===== src/rtl/rolling_window_stats.sv =====
// Sliding-window mean and mean-of-squares over the last 2^WINDOW_LOG2 price samples,
// formatted for the downstream Z-score decision stage.
module rolling_window_stats #(
   parameter int unsigned WINDOW_LOG2 = 3
) (
   input  logic        clk,
   input  logic        rst,
   input  logic [7:0]  data_in,
   input  logic        data_valid_in,
   input  logic        clear,
   output logic [7:0]  N_mean,
   output logic [15:0] N_sqr_mean,
   output logic [7:0]  current_data,
   output logic        data_valid_pre
);

   localparam int unsigned N   = 1 << WINDOW_LOG2;
   localparam int unsigned SW  = 8 + WINDOW_LOG2;
   localparam int unsigned QW  = 16 + WINDOW_LOG2;
   localparam logic [WINDOW_LOG2:0] FILL_LAST = (WINDOW_LOG2 + 1)'(N - 1);

   typedef enum logic {
      FILL,
      RUN
   } state_t;

   state_t                 state, state_nxt;
   logic [7:0]             buf_mem [N];
   logic [WINDOW_LOG2-1:0] wptr;
   logic [WINDOW_LOG2:0]   fill_cnt;
   logic [SW-1:0]          sum, sum_n;
   logic [QW-1:0]          sqsum, sqsum_n;
   logic [7:0]             oldest;
   logic [15:0]            x_sq, old_sq;
   logic                   accept, window_done;

   assign accept      = data_valid_in && !clear;
   assign window_done = (state == RUN) || (fill_cnt == FILL_LAST);

   // Stale buffer contents after a clear are masked here rather than erased.
   assign oldest = (state == RUN) ? buf_mem[wptr] : '0;
   assign x_sq   = {8'd0, data_in} * {8'd0, data_in};
   assign old_sq = {8'd0, oldest} * {8'd0, oldest};

   assign sum_n   = sum + SW'(data_in) - SW'(oldest);
   assign sqsum_n = sqsum + QW'(x_sq) - QW'(old_sq);

   always_ff @(posedge clk or posedge rst) begin
      if (rst) state <= FILL;
      else     state <= state_nxt;
   end

   always_comb begin
      state_nxt = state;
      if (clear)
         state_nxt = FILL;
      else if (accept && state == FILL && fill_cnt == FILL_LAST)
         state_nxt = RUN;
   end

   always_ff @(posedge clk or posedge rst) begin
      if (rst) begin
         for (int unsigned i = 0; i < N; i++) buf_mem[i] <= '0;
      end else if (accept) begin
         buf_mem[wptr] <= data_in;
      end
   end

   always_ff @(posedge clk or posedge rst) begin
      if (rst) begin
         wptr     <= '0;
         fill_cnt <= '0;
         sum      <= '0;
         sqsum    <= '0;
      end else if (clear) begin
         wptr     <= '0;
         fill_cnt <= '0;
         sum      <= '0;
         sqsum    <= '0;
      end else if (accept) begin
         wptr  <= wptr + 1'b1;
         sum   <= sum_n;
         sqsum <= sqsum_n;
         if (state == FILL) fill_cnt <= fill_cnt + 1'b1;
      end
   end

   always_ff @(posedge clk or posedge rst) begin
      if (rst) begin
         N_mean         <= '0;
         N_sqr_mean     <= '0;
         current_data   <= '0;
         data_valid_pre <= 1'b0;
      end else if (accept && window_done) begin
         N_mean         <= 8'(sum_n >> WINDOW_LOG2);
         N_sqr_mean     <= 16'(sqsum_n >> WINDOW_LOG2);
         current_data   <= data_in;
         data_valid_pre <= 1'b1;
      end else begin
         data_valid_pre <= 1'b0;
      end
   end

endmodule


===== config.mk =====
export PLATFORM = sky130hd
export DESIGN_NAME = rolling_window_stats
export DESIGN_NICKNAME = d
export VERILOG_FILES = /design/src/rtl/rolling_window_stats.sv
export SDC_FILE = /design/constraint.sdc
export NUM_CORES = 1
export LEC_CHECK = 0
export ABC_AREA = 1
export CAP_MARGIN = 10
export CELL_PAD_IN_SITES_DETAIL_PLACEMENT = 1
export CELL_PAD_IN_SITES_GLOBAL_PLACEMENT = 1
export CORE_MARGIN = 2
export CORE_UTILIZATION = 47
export DETAILED_ROUTE_END_ITERATION = 10
export PLACE_DENSITY = 0.93
export SYNTH_ARGS = -nofsm -noshare
export SYNTH_HDL_FRONTEND = slang
export SYNTH_SLANG_ARGS = --single-unit

===== constraint.sdc =====
create_clock -name clk -period 7.2 [get_ports clk]
set_input_delay 1.44 -clock clk [delete_from_list [all_inputs] [get_ports clk]]
set_output_delay 1.44 -clock clk [all_outputs]
set_load 0.05 [all_outputs]

# Word-level counts from Yosys, hierarchy flattened
# Cells that the tools add are included.
# word_totals
ff_bits	135
output_inout_bits	33
word_cells	60
# classes
n_addsub	6
mul	2
magnitude_cmp	2
n_eq_ne	2
mux	19
n_bitwise	2
n_reduce_logical	10
# ops
cell	count
$bwmux W64	1
$mux W19	2
$mul A8 B8 Y16	2
$mux W8	4
$bmux W8 S3	1
$demux W8 S3	1
$mux W11	2
$add A19 B16 Y19	1
$sub A19 B16 Y19	1
$mux W4	3
$add A11 B8 Y11	1
$sub A11 B8 Y11	1
$mux W3	2
$logic_and A1 B1 Y1	5
$add A4 B1 Y4 const B	1
$eq A4 B3 Y1 const B	1
$ge A4 B4 Y1 const B	1
$lt A4 B1 Y1 const B	1
$not A3 Y4	1
$reduce_bool A2 Y1	2
$add A3 B1 Y3 const B	1
$mux W1	3
$ne A2 B2 Y1 const B	1
$reduce_and A2 Y1	1
other kinds (3)	3

# Longest topological paths before layout
# Gate-level depths: netlist of the first run.
# depth
ltp_word	9
ltp_mapped	32
ltp_nobuf	30

# Worst setup path before layout of the first run
# OpenSTA, ideal clock, no wires.
# synth_path
kind	in2reg
startpoint	in data_in[3]
endpoint	reg sqsum[9]
t_arrival_ns	6.096
slack_ns	0.972
path_stages	19
path_buffers	1
path_cell_list	clkbuf_1 inv_1 ha_1 or2_2 fa_1 fa_1 fa_1 fa_1 inv_1 fa_1 inv_1 ha_1 nand2_1 inv_1 a21oi_1 nand2_1 or2_2 nand3_1 o21ai_0
# synth_between
elab_chain_cells	5
# synth_rtl
item	line	source
start: declaration	8	input logic [7:0] data_in,
$mul A8 B8 Y16	42	assign x_sq = {8'd0, data_in} * {8'd0, data_in};
$add A19 B16 Y19	46	assign sqsum_n = sqsum + QW'(x_sq) - QW'(old_sq);
$sub A19 B16 Y19	46	
$mux W19	80	end else if (accept) begin
$mux W19	75	end else if (clear) begin
end signal: assignment	83	sqsum <= sqsum_n;
end: declaration	32	logic [QW-1:0] sqsum, sqsum_n;
# No other way between the ends. The select of a mux whose other input is x is not followed.
# A chain may end at the register's enable or synchronous reset.

# Worst setup path in the final report of the first run
# layout_path
startpoint	reg wptr[1]
endpoint	reg sqsum[10]
# layout_between
elab_chain_cells	9
# layout_rtl
item	line	source
start: declaration	29	logic [WINDOW_LOG2-1:0] wptr;
start signal: assignment	81	wptr <= wptr + 1'b1;
$not A3 Y4 (not written as such)	41	assign oldest = (state == RUN) ? buf_mem[wptr] : '0;
$bmux W8 S3	41	
$mux W8 (not written as such) (2 in a row)	41	
$mux W8	41	
$mul A8 B8 Y16	43	assign old_sq = {8'd0, oldest} * {8'd0, oldest};
$sub A19 B16 Y19	46	
$mux W19	80	
$mux W19	75	
# No other way between the ends. The select of a mux whose other input is x is not followed.

==> results of run 1 <==
-- routing by layer --
layer  wire length (um)  global-route usage  vias up
li1                   -                   -     4366
met1              15500               0.406     5204
met2              21600               0.637      615
met3               3370              0.0964      298
met4               3920               0.299        2
met5                 10             0.00621        -
-- final cells by class --
type	count	area share
clock buffers	17	0.0334
clock inverters	15	0.0142
inverters	334	0.0990
multi-input cells	922	0.508
flip-flops and latches	135	0.265
well taps	319	0.0313
repair buffers	65	0.0481
-- how the worst min path moves through the flow --
stage                               from                        end  slack (ns)  depth (start not counted)
2_1_floorplan    buf_mem[61]$_DFFE_PP0P_    buf_mem[61]$_DFFE_PP0P_        0.45                          2
3_3_place_gp     buf_mem[29]$_DFFE_PP0P_    buf_mem[29]$_DFFE_PP0P_        0.46                          2
3_5_place_dp   N_sqr_mean[9]$_DFFE_PP0P_  N_sqr_mean[9]$_DFFE_PP0P_        0.47                          2
4_1_cts          buf_mem[11]$_DFFE_PP0P_    buf_mem[11]$_DFFE_PP0P_        0.49                          2
5_1_grt            sqsum[12]$_DFFE_PP0P_      sqsum[12]$_DFFE_PP0P_        0.51                          2
6_report         buf_mem[11]$_DFFE_PP0P_    buf_mem[11]$_DFFE_PP0P_        0.49                          2
-- flip-flops by register name, indices dropped and copies added (netlist names), 3 cells and up --
name and cells:
N_mean 8, N_sqr_mean 16, buf_mem 64, current_data 8
fill_cnt 4, sqsum 19, sum 11, wptr 3
-- what timing repair did --
item,CTS,global route
endpoints found under the hold margin,0,0
setup buffers,0,0
endpoints found under the setup margin,0,23
gates resized for setup,0,14
-- stage by stage --
step           power (W)  std cells  hold slack [ns]  setup slack (ns)   util
2_1_floorplan    0.00355       1428            0.445             0.972      -
5_1_grt          0.00646       1807            0.510          -0.00234  0.543
6_report         0.00605       1807            0.487             0.146  0.543
3_5_place_dp     0.00460       1775            0.468           -0.0205  0.515
4_1_cts          0.00589       1807            0.490            0.0781  0.541
3_3_place_gp     0.00429       1775            0.460             0.245  0.515
-- logic make-up (layout without fill, tap and decap cells) --
| family | after synthesis | after routing | share of synthesized area |
|---|---|---|---|
| AND/OR/NAND/NOR | 577 | 577 | 0.216 |
| buffers and inverters | 371 | 431 | 0.126 |
| adder cells (fa/ha/maj) | 187 | 187 | 0.277 |
| AO/OA/AOI/OAI | 138 | 138 | 0.0651 |
| flip-flops | 135 | 135 | 0.301 |
| XOR/XNOR | 19 | 19 | 0.0148 |
| other | 1 | 1 | 0.000334 |
-- synth_stat cells, drive strengths merged (3+ instances only) --
master / instances
inv: 333
xnor2: 8
a21oi: 17
nand3: 79
or2: 12
o21ai: 105
nand4: 3
o211ai: 7
clkbuf: 25
dfrtp: 135
buf: 12
ha: 85
fa: 102
nand3b: 6
xor2: 11
nand2: 405
nor3: 6
nor2: 66
o22ai: 3
-- worst register-to-register path: cells and delay by family, from the launching register on --
| family | cells | cell delay [ns] |
|---|---|---|
| fa+ha+maj | 7 | 3.49 |
| buf+inv | 5 | 0.38 |
| flops | 1 | 0.50 |
| compound gates | 3 | 0.54 |
| simple gates | 8 | 1.98 |
-- report_power, final --
| group | internal [W] | switching, W | leakage (nW) | total [W] |
|---|---|---|---|---|
| logic | 0.00128 | 0.00286 | 4.89 | 0.00414 |
| registers | 0.000884 | 0.0000849 | 1.74 | 0.000969 |
| clock network | 0.000470 | 0.000476 | 0.289 | 0.000946 |
| total | 0.00264 | 0.00342 | 6.91 | 0.00605 |
==> results.py, run 1 <==
metrics = {
    "run_status": {
        "outcome": "completed",
    },
    "floorplanning": {
        "die_h_um": 159,
        "die_w_um": 159,
        "io_pins": 45,
        "start_util": 0.478,
        "rows": 56,
        "die-area_um2": 25100,
        "design.core.area_um2": 23500,
    },
    "critical_path": {
        "path_class": "reg2reg",
        "worstSetupStartpointType": "flip-flop",
        "path_cells": "inv_2 -> nor2_4 -> o211ai_1 -> nand4_2 -> nand2_1 -> nor2_2 -> fa_1 -> fa_1 -> fa_1 -> inv_1 -> fa_1 -> fa_1 -> inv_1 -> fa_1 -> inv_1 -> ha_1 -> nand2_1 -> inv_1 -> a21oi_1 -> nand2_1 -> or2_2 -> nand3_1 -> o21ai_0",
        "end_kind": "flip-flop",
        "path_buf_inv": 5,
        "worstReg2RegStart": "wptr[1]$_DFFE_PP0P_",
        "crit_path_max_incr_delay_ns": 0.56,
        "cp_data_arrival_time_ns": 7.37,
        "cp.depth": 23,
        "critPathMaxFanout": 9,
        "timing.rr.end": "sqsum[10]$_DFFE_PP0P_",
        "rr_worst_depth": 23,
        "path_delay_family": "adder cells",
        "rrSetupSlack_ns": 0.15,
        "required_ns": 7.51,
        "endpoint": "sqsum[10]$_DFFE_PP0P_",
        "startpoint": "wptr[1]$_DFFE_PP0P_",
        "crit_slowest_cell": "fa_1",
        "cp_common_cell": "fa_1",
    },
    "grt": {
        "grt_pass1_wl_mm": 69.5,
        "first_global_vias": 12100,
        "overflow": 0,
        "track_usage": 0.379,
        "grt_max_degree": 74,
        "antenna_found_initial": 1,
    },
    "cells_and_area": {
        "drive_above_1_share": 0.0679,
        "nNetsFinal": 1674,
        "seq_area_um2": 3380,
        "multi_input_area_um2": 6480,
        "final_cell_mix": "nand2_1 (402), inv_1 (323), dfrtp_1 (132)",
        "final_cell_area_um2": 12700,
        "fillers": 2873,
        "diodes": 0,
        "layout_commonest_cell": "nand2_1",
        "syn2layout_area_growth_pct": 13.5,
    },
    "sta": {
        "fin_setup_tns_ns": 0,
        "relSlewSlack": 0.460,
        "min_period_ns": 7.05,
        "max_freq_ghz": 0.142,
        "fin_skew_ns": 0.0171,
        "fin_crit_sh": 0.980,
        "slew_viol_final": 0,
        "setup_viol": 0,
        "tightest_slew_ns": 0.810,
        "hold_viol_final": 0,
    },
    "routing": {
        "vias": 10500,
        "viasPerCell": 5.80,
        "drc_errors": 0,
        "drtAntennaViolNets": 0,
        "wl_mm": 44.4,
        "drt_iter0_drc": 1031,
        "wl_per_cell_um": 24.6,
        "first_pass_iters": 5,
    },
    "clocking": {
        "clockBufferDepth": 2,
        "clkTransAtPathRegs_ns": 0.08,
        "holdBufCountCts": 0,
        "clock_latency_ns": 0.47,
        "cts_tree": "done",
        "numClockSinks": 135,
        "cts_max_level": 4,
        "cts_root_buf": "clkbuf_16",
        "cts_buffers": 17,
    },
    "synthesis": {
        "ys.flop_type": "dfrtp_1",
        "yosysTopAreaCell": "dfrtp_1",
        "synth_area_um2": 11200,
        "async_flop_share": 1.00,
        "ys_seq_area_frac": 0.301,
        "synth.distinct_cells": 37,
        "yosysWarnings": 0,
        "synth_top_area_frac": 0.301,
        "synth_nets": 1627,
        "synth-seq-cells": 135,
        "syn_area_per_cell_um2": 7.86,
        "yosys-top-cells-area": "dfrtp_1 (30%), fa_1 (18%), nand2_1 (13%), inv_1 (11%), ha_1 (9.5%)",
        "synth_edf_count": 0,
        "postSynthCellCount": 1428,
    },
    "place": {
        "routabilityCongestion": 0.912,
        "placed_cell_area_um2": 12100,
        "portBuffers": 44,
        "hpwlAfterDp_mm": 28.6,
    },
    "power_and_ir_drop": {
        "p_leak_nw": 6.91,
        "p_per_area_nw_per_um2": 475,
        "ir_worst_vdd_uv": 393,
    },
    "run": {
        "max-cap-violations": 0,
    },
    "hold_path": {
        "holdCritPathClass": "reg2reg",
    },
}
(Power assumes the default switching activity.)
==> run 2, diff against run 1 <==
Settings changed: GPL_TIMING_DRIVEN set to 0.
==> run 2 against run 1 <==
  * Register-to-register slack worse by 0.14 ns
  * Final cell count is 1.3% higher
  * Count of clock-buffer cells in the layout is 1 higher
  * Total power is 2.0% higher
  * Flip-flop and latch count stayed put
  * Sequential power is 0.5% higher
  * Setup slack worse by 0.14 ns
  * First-iteration DRC count is 1.5% lower
  * Combinational power is 3% higher
  * Clock power is 1% lower
  * Clock skew is 0.0015 ns lower
==> results.py, run 2 (synthesis results as in run 1) <==
metrics = {
    "run_status": {
        "outcome": "completed",
    },
    "floorplanning": {
        "die-area_um2": 25100,
        "start_util": 0.478,
        "die_h_um": 159,
        "die_w_um": 159,
        "io_pins": 45,
        "design.core.area_um2": 23500,
        "rows": 56,
    },
    "place": {
        "routabilityCongestion": 0.904,
        "placed_cell_area_um2": 12100,
        "portBuffers": 44,
        "dp.cells": 1792,
        "hpwlAfterDp_mm": 29.2,
    },
    "power_and_ir_drop": {
        "p_leak_nw": 6.97,
        "p_sw_frac": 0.566,
        "p_clk_frac": 0.151,
        "combPwrFrac": 0.691,
        "power_w": 0.00617,
        "p_seq_frac": 0.158,
        "p_per_area_nw_per_um2": 482,
        "p_int_w": 0.00268,
        "ir_worst_vdd_uv": 334,
        "switching_power_w": 0.00349,
    },
    "routing": {
        "wl_mm": 48.2,
        "wl_per_cell_um": 26.3,
        "viasPerCell": 6.05,
        "drt_iter0_drc": 1016,
        "vias": 11100,
        "first_pass_iters": 7,
        "drc_errors": 0,
        "drtAntennaViolNets": 0,
    },
    "clocking": {
        "cts_tree": "done",
        "cts_root_buf": "clkbuf_16",
        "clock_latency_ns": 0.46,
        "clkTransAtPathRegs_ns": 0.07,
        "cts_buffers": 17,
        "cts_max_level": 4,
        "clockBufferDepth": 2,
        "holdBufCountCts": 0,
        "numClockSinks": 135,
    },
    "critical_path": {
        "end_kind": "flip-flop",
        "required_ns": 7.54,
        "path_cells": "buf_2 -> buf_2 -> a21oi_1 -> o21ai_0 -> nand2_1 -> nor2_4 -> nor2_4 -> nand2_1 -> inv_1 -> fa_1 -> fa_1 -> fa_1 -> inv_1 -> fa_1 -> fa_1 -> fa_1 -> ha_1 -> nand2_1 -> nand3b_1 -> nand2_1 -> or2_2 -> nand3_1 -> nand2_1",
        "cp_data_arrival_time_ns": 7.53,
        "critPathMaxFanout": 10,
        "worstSetupStartpointType": "flip-flop",
        "crit_slowest_cell": "fa_1",
        "startpoint": "wptr[0]$_DFFE_PP0P_",
        "cp_common_cell": "fa_1",
        "worstReg2RegStart": "wptr[0]$_DFFE_PP0P_",
        "path_class": "reg2reg",
        "crit_path_max_incr_delay_ns": 0.59,
    },
    "grt": {
        "overflow": 0,
        "grt_max_degree": 97,
        "antenna_found_initial": 1,
        "first_global_vias": 12100,
        "track_usage": 0.370,
        "grt_pass1_wl_mm": 68.7,
    },
    "cells_and_area": {
        "reg_top3": "buf_mem (64), sqsum (19), N_sqr_mean (16)",
        "final_cell_mix": "nand2_1 (401), inv_1 (322), dfrtp_1 (133)",
        "final_cell_area_um2": 12800,
        "stdcell_count": 1830,
        "layout_commonest_cell": "nand2_1",
        "largest_register_ffs": 64,
        "syn2layout_area_growth_pct": 14.2,
        "nNetsFinal": 1697,
        "fillers": 2826,
        "top_register": "buf_mem",
        "drive_above_1_share": 0.0741,
        "diodes": 0,
        "seq_area_um2": 3380,
        "multi_input_area_um2": 6490,
    },
    "sta": {
        "slew_viol_final": 0,
        "hold_viol_final": 0,
        "fin_skew_ns": 0.0156,
        "tightest_slew_ns": 0.844,
        "min_period_ns": 7.19,
        "setup_viol": 0,
        "fin_crit_sh": 0.998,
        "max_freq_ghz": 0.139,
        "relSlewSlack": 0.437,
    },
    "hold_path": {
        "hp-start": "N_sqr_mean[9]$_DFFE_PP0P_",
        "holdCritPathClass": "reg2reg",
    },
    "run": {
        "max-cap-violations": 0,
    },
}
## run 2: cell count changes in the layout (fill, tap and decap cells not counted), sizes merged
cell	previous run	this run
dlymetal6s2s	1	3
clkinvlp	2	5
buf	21	22
clkdlybuf4s50	43	40
clkinv	7	5
inv	340	337
bufinv	0	1
clkbuf	17	41
## run 2: what timing repair did
action | in CTS | in global routing
setup buffers | 1 | 5
gates cloned | 0 | 0
pin swaps | 0 | 1
resized for setup | 10 | 43
endpoints found under the setup margin | 22 | 19
hold endpoints to repair | 0 | 0
## run 2: power groups by stage
stage	sequential [W]	combinational [W]	clock [W]
after global routing	0.000979	0.00459	0.000941
after floorplan	0.000953	0.00260	0
after CTS	0.000961	0.00399	0.000910
after global placement	0.000959	0.00337	0
after detailed placement	0.000967	0.00373	0
final	0.000974	0.00427	0.000932
## run 2: final timing paths
check | to | slack (ns) | cells after the start
max | sqsum[7]$_DFFE_PP0P_ | 0.01 | 23
min | N_sqr_mean[9]$_DFFE_PP0P_ | 0.49 | 2
max reg2reg | sqsum[7]$_DFFE_PP0P_ | 0.01 | 23
min reg2reg | N_sqr_mean[9]$_DFFE_PP0P_ | 0.49 | 2
max in group asynchronous | buf_mem[9]$_DFFE_PP0P_ | 5.01 | 3
min in group asynchronous | fill_cnt[3]$_DFFE_PP0P_ | 1.35 | 2
## run 2: per-stage QoR
step | TNS [ns] | utilization | hold WS (ns) | worst slack (ns)
after floorplan | 0 | - | 0.445 | 0.972
after global placement | -10.25 | 0.514 | 0.464 | -0.632
after detailed placement | -14.41 | 0.515 | 0.464 | -0.824
after CTS | 0 | 0.541 | 0.489 | 0.0236
after global routing | -0.819 | 0.546 | 0.509 | -0.100
final | 0 | 0.546 | 0.485 | 0.0112
## run 2: area by class of cell
| cell class | instances | share of cell area |
|---|---|---|
| Multi-Input combinational cell | 922 | 0.506 |
| Sequential cell | 135 | 0.264 |
| Inverter | 334 | 0.0985 |
| Timing Repair Buffer | 51 | 0.0402 |
| Clock buffer | 18 | 0.0343 |
| Tap cell | 319 | 0.0312 |
| Buffer | 37 | 0.0146 |
| Clock inverter | 14 | 0.0110 |
## run 2: critical path, delay by kind of cell, from the launching register on
| kind | cells | cell delay, ns |
|---|---|---|
| adders and majority gates | 7 | 3.72 |
| and+or+nand+nor | 10 | 1.93 |
| buffers and inverters | 4 | 0.71 |
| DFF | 1 | 0.40 |
| AOI/OAI and AO/OA | 2 | 0.29 |
## run 2: metal layers
metal | GRT usage | wire length [um] | vias up
li1 | - | - | 4420
met1 | 0.403 | 16000 | 5425
met2 | 0.636 | 23000 | 860
met3 | 0.0882 | 4480 | 375
met4 | 0.258 | 4700 | 0
met5 | 0 | 0 | -
==> edit (flow settings as in run 1) <==
Add an input register stage for `data_in`, `data_valid_in` and `clear`, with the module's reset; this delays them by one clock.
--- a/src/rtl/rolling_window_stats.sv
+++ b/src/rtl/rolling_window_stats.sv
@@ -26,2 +26,18 @@
 
+   logic [7:0] data_q;
+   logic data_valid_q;
+   logic clear_q;
+
+   always_ff @(posedge clk or posedge rst) begin
+      if (rst) begin
+         data_q       <= '0;
+         data_valid_q <= '0;
+         clear_q      <= '0;
+      end else begin
+         data_q       <= data_in;
+         data_valid_q <= data_valid_in;
+         clear_q      <= clear;
+      end
+   end
+
    state_t                 state, state_nxt;
@@ -36,3 +52,3 @@
 
-   assign accept      = data_valid_in && !clear;
+   assign accept      = data_valid_q && !clear_q;
    assign window_done = (state == RUN) || (fill_cnt == FILL_LAST);
@@ -41,6 +57,6 @@
    assign oldest = (state == RUN) ? buf_mem[wptr] : '0;
-   assign x_sq   = {8'd0, data_in} * {8'd0, data_in};
+   assign x_sq   = {8'd0, data_q} * {8'd0, data_q};
    assign old_sq = {8'd0, oldest} * {8'd0, oldest};
 
-   assign sum_n   = sum + SW'(data_in) - SW'(oldest);
+   assign sum_n   = sum + SW'(data_q) - SW'(oldest);
    assign sqsum_n = sqsum + QW'(x_sq) - QW'(old_sq);
@@ -54,3 +70,3 @@
       state_nxt = state;
-      if (clear)
+      if (clear_q)
          state_nxt = FILL;
@@ -64,3 +80,3 @@
       end else if (accept) begin
-         buf_mem[wptr] <= data_in;
+         buf_mem[wptr] <= data_q;
       end
@@ -74,3 +90,3 @@
          sqsum    <= '0;
-      end else if (clear) begin
+      end else if (clear_q) begin
          wptr     <= '0;
@@ -96,3 +112,3 @@
          N_sqr_mean     <= 16'(sqsum_n >> WINDOW_LOG2);
-         current_data   <= data_in;
+         current_data   <= data_q;
          data_valid_pre <= 1'b1;
Function: changed (Yosys sat finds a counterexample within 10 cycles, from zero or initial values and one cycle with rst high).
==> edit against run 1 <==
- maximum frequency decreased by 0.20%
- clock skew increased by 0.0012 ns
- routed wire length decreased by 7.1%
- total power decreased by 0.63%
- worst hold slack improved by 0.0015 ns
- setup slack got worse by 0.014 ns
- sequential cell count increased by 10
- final area increased by 1.2%
- synthesized area increased by 2.3%
- largest cell class unchanged
==> edit: results (changes against run 1) <==
* Vias in the first global route at 11610 (-4.3%)
* Status: finished clean
* Rel. slew slack at 45.41% (-0.59 points)
* Sw frac at 55.78% (-0.67 points)
* Post-synthesis compound-gate area fraction at 6.518% (about the same)
* Final net count at 1676 (+0.12%)
* Leakage power at 0.006893 uW (-0.32%)
* Mapped Nets at 1640 (+0.80%)
* CP arrival at 7.36 ns (about the same)
* Setup Slack @ Placement at 0.6123 ns (+0.6328 ns)
* Avg WL per Cell at 22.71 um (-7.5%)
* Hold Crit Start: buf_mem[44]$_DFFE_PP0P_
* Worst Hold Margin at 0.4883 ns (+0.001519 ns)
* DRT Pass-1 Iters at 6 (+1)
* Hpwl dp at 27.05 mm (-5.4%)
* Cell count after placement at 1781 (+0.34%)
* Share of cells above drive strength 1 at 5.436% (-1.4 points)
* R2r startpoint: wptr[0]$_DFFE_PP0P_
* Post-synth top cells: nand2_1 (403), inv_1 (331), dfrtp_1 (145)
* Pin count of the biggest net entering global routing at 84 (+14%)
* Worst vdd ir at 0.4251 mV (+8.1%)
* Adder-Cell Fraction of Synth Area at 27.05% (-0.62 points)
* Initial DRC Count at 671 (-35%)
* Area contributors post-synth: dfrtp_1 (32%), fa_1 (18%), nand2_1 (13%)
* Global-route wire length before repair at 64.76 mm (-6.8%)
-- edit: changes by cell type after synthesis, moves of 3 or more --
cell | before | now
inv_1 | 324 | 331
inv_2 | 9 | 6
dfrtp_1 | 135 | 145
or2_2 | 11 | 7
-- edit: layer usage --
metal  vias up  track usage (%)  share of wire (%)
met2       466            58.66                 51
li1       4378                -                  -
met1      5154            37.42                 37
met4         0            19.62                6.5
met3       193            6.805                5.8
met5         -                0                  0
-- edit: worst reg2reg max path, delay by kind of cell, from the launching register on --
kind | cells | cell delay, ns
buffers and inverters | 8 | 0.87
AO/OA/AOI/OAI | 2 | 0.32
flip-flops | 1 | 0.52
adder cells (fa/ha/maj) | 7 | 3.42
AND/OR/NAND/NOR | 10 | 1.77
-- edit: how the worst max path moves through the flow --
| stage | end | start | slack, ns |
|---|---|---|---|
| finish | sqsum[10]$_DFFE_PP0P_ | wptr[0]$_DFFE_PP0P_ | 0.13 |
| global route | sqsum[10]$_DFFE_PP0P_ | wptr[0]$_DFFE_PP0P_ | 0.00003 |
| CTS | sqsum[10]$_DFFE_PP0P_ | wptr[1]$_DFFE_PP0P_ | 0.21 |
| detailed placement | sqsum[10]$_DFFE_PP0P_ | wptr[1]$_DFFE_PP0P_ | 0.61 |
| global placement | sqsum[10]$_DFFE_PP0P_ | wptr[1]$_DFFE_PP0P_ | 0.81 |
| floorplan | sqsum[10]$_DFFE_PP0P_ | wptr[1]$_DFFE_PP0P_ | 1.44 |
-- edit: layout make-up --
type                       count  area [um2]
fill                        2965       11280
multi-input combinational    920        6446
sequential                   145        3631
inverter                     339        1281
timing repair buffer          53       511.7
clock buffer                  17       425.4
tap                          324       405.4
clock inverter                15       182.7
timing repair inverter         1       7.507
antenna                        1       2.502
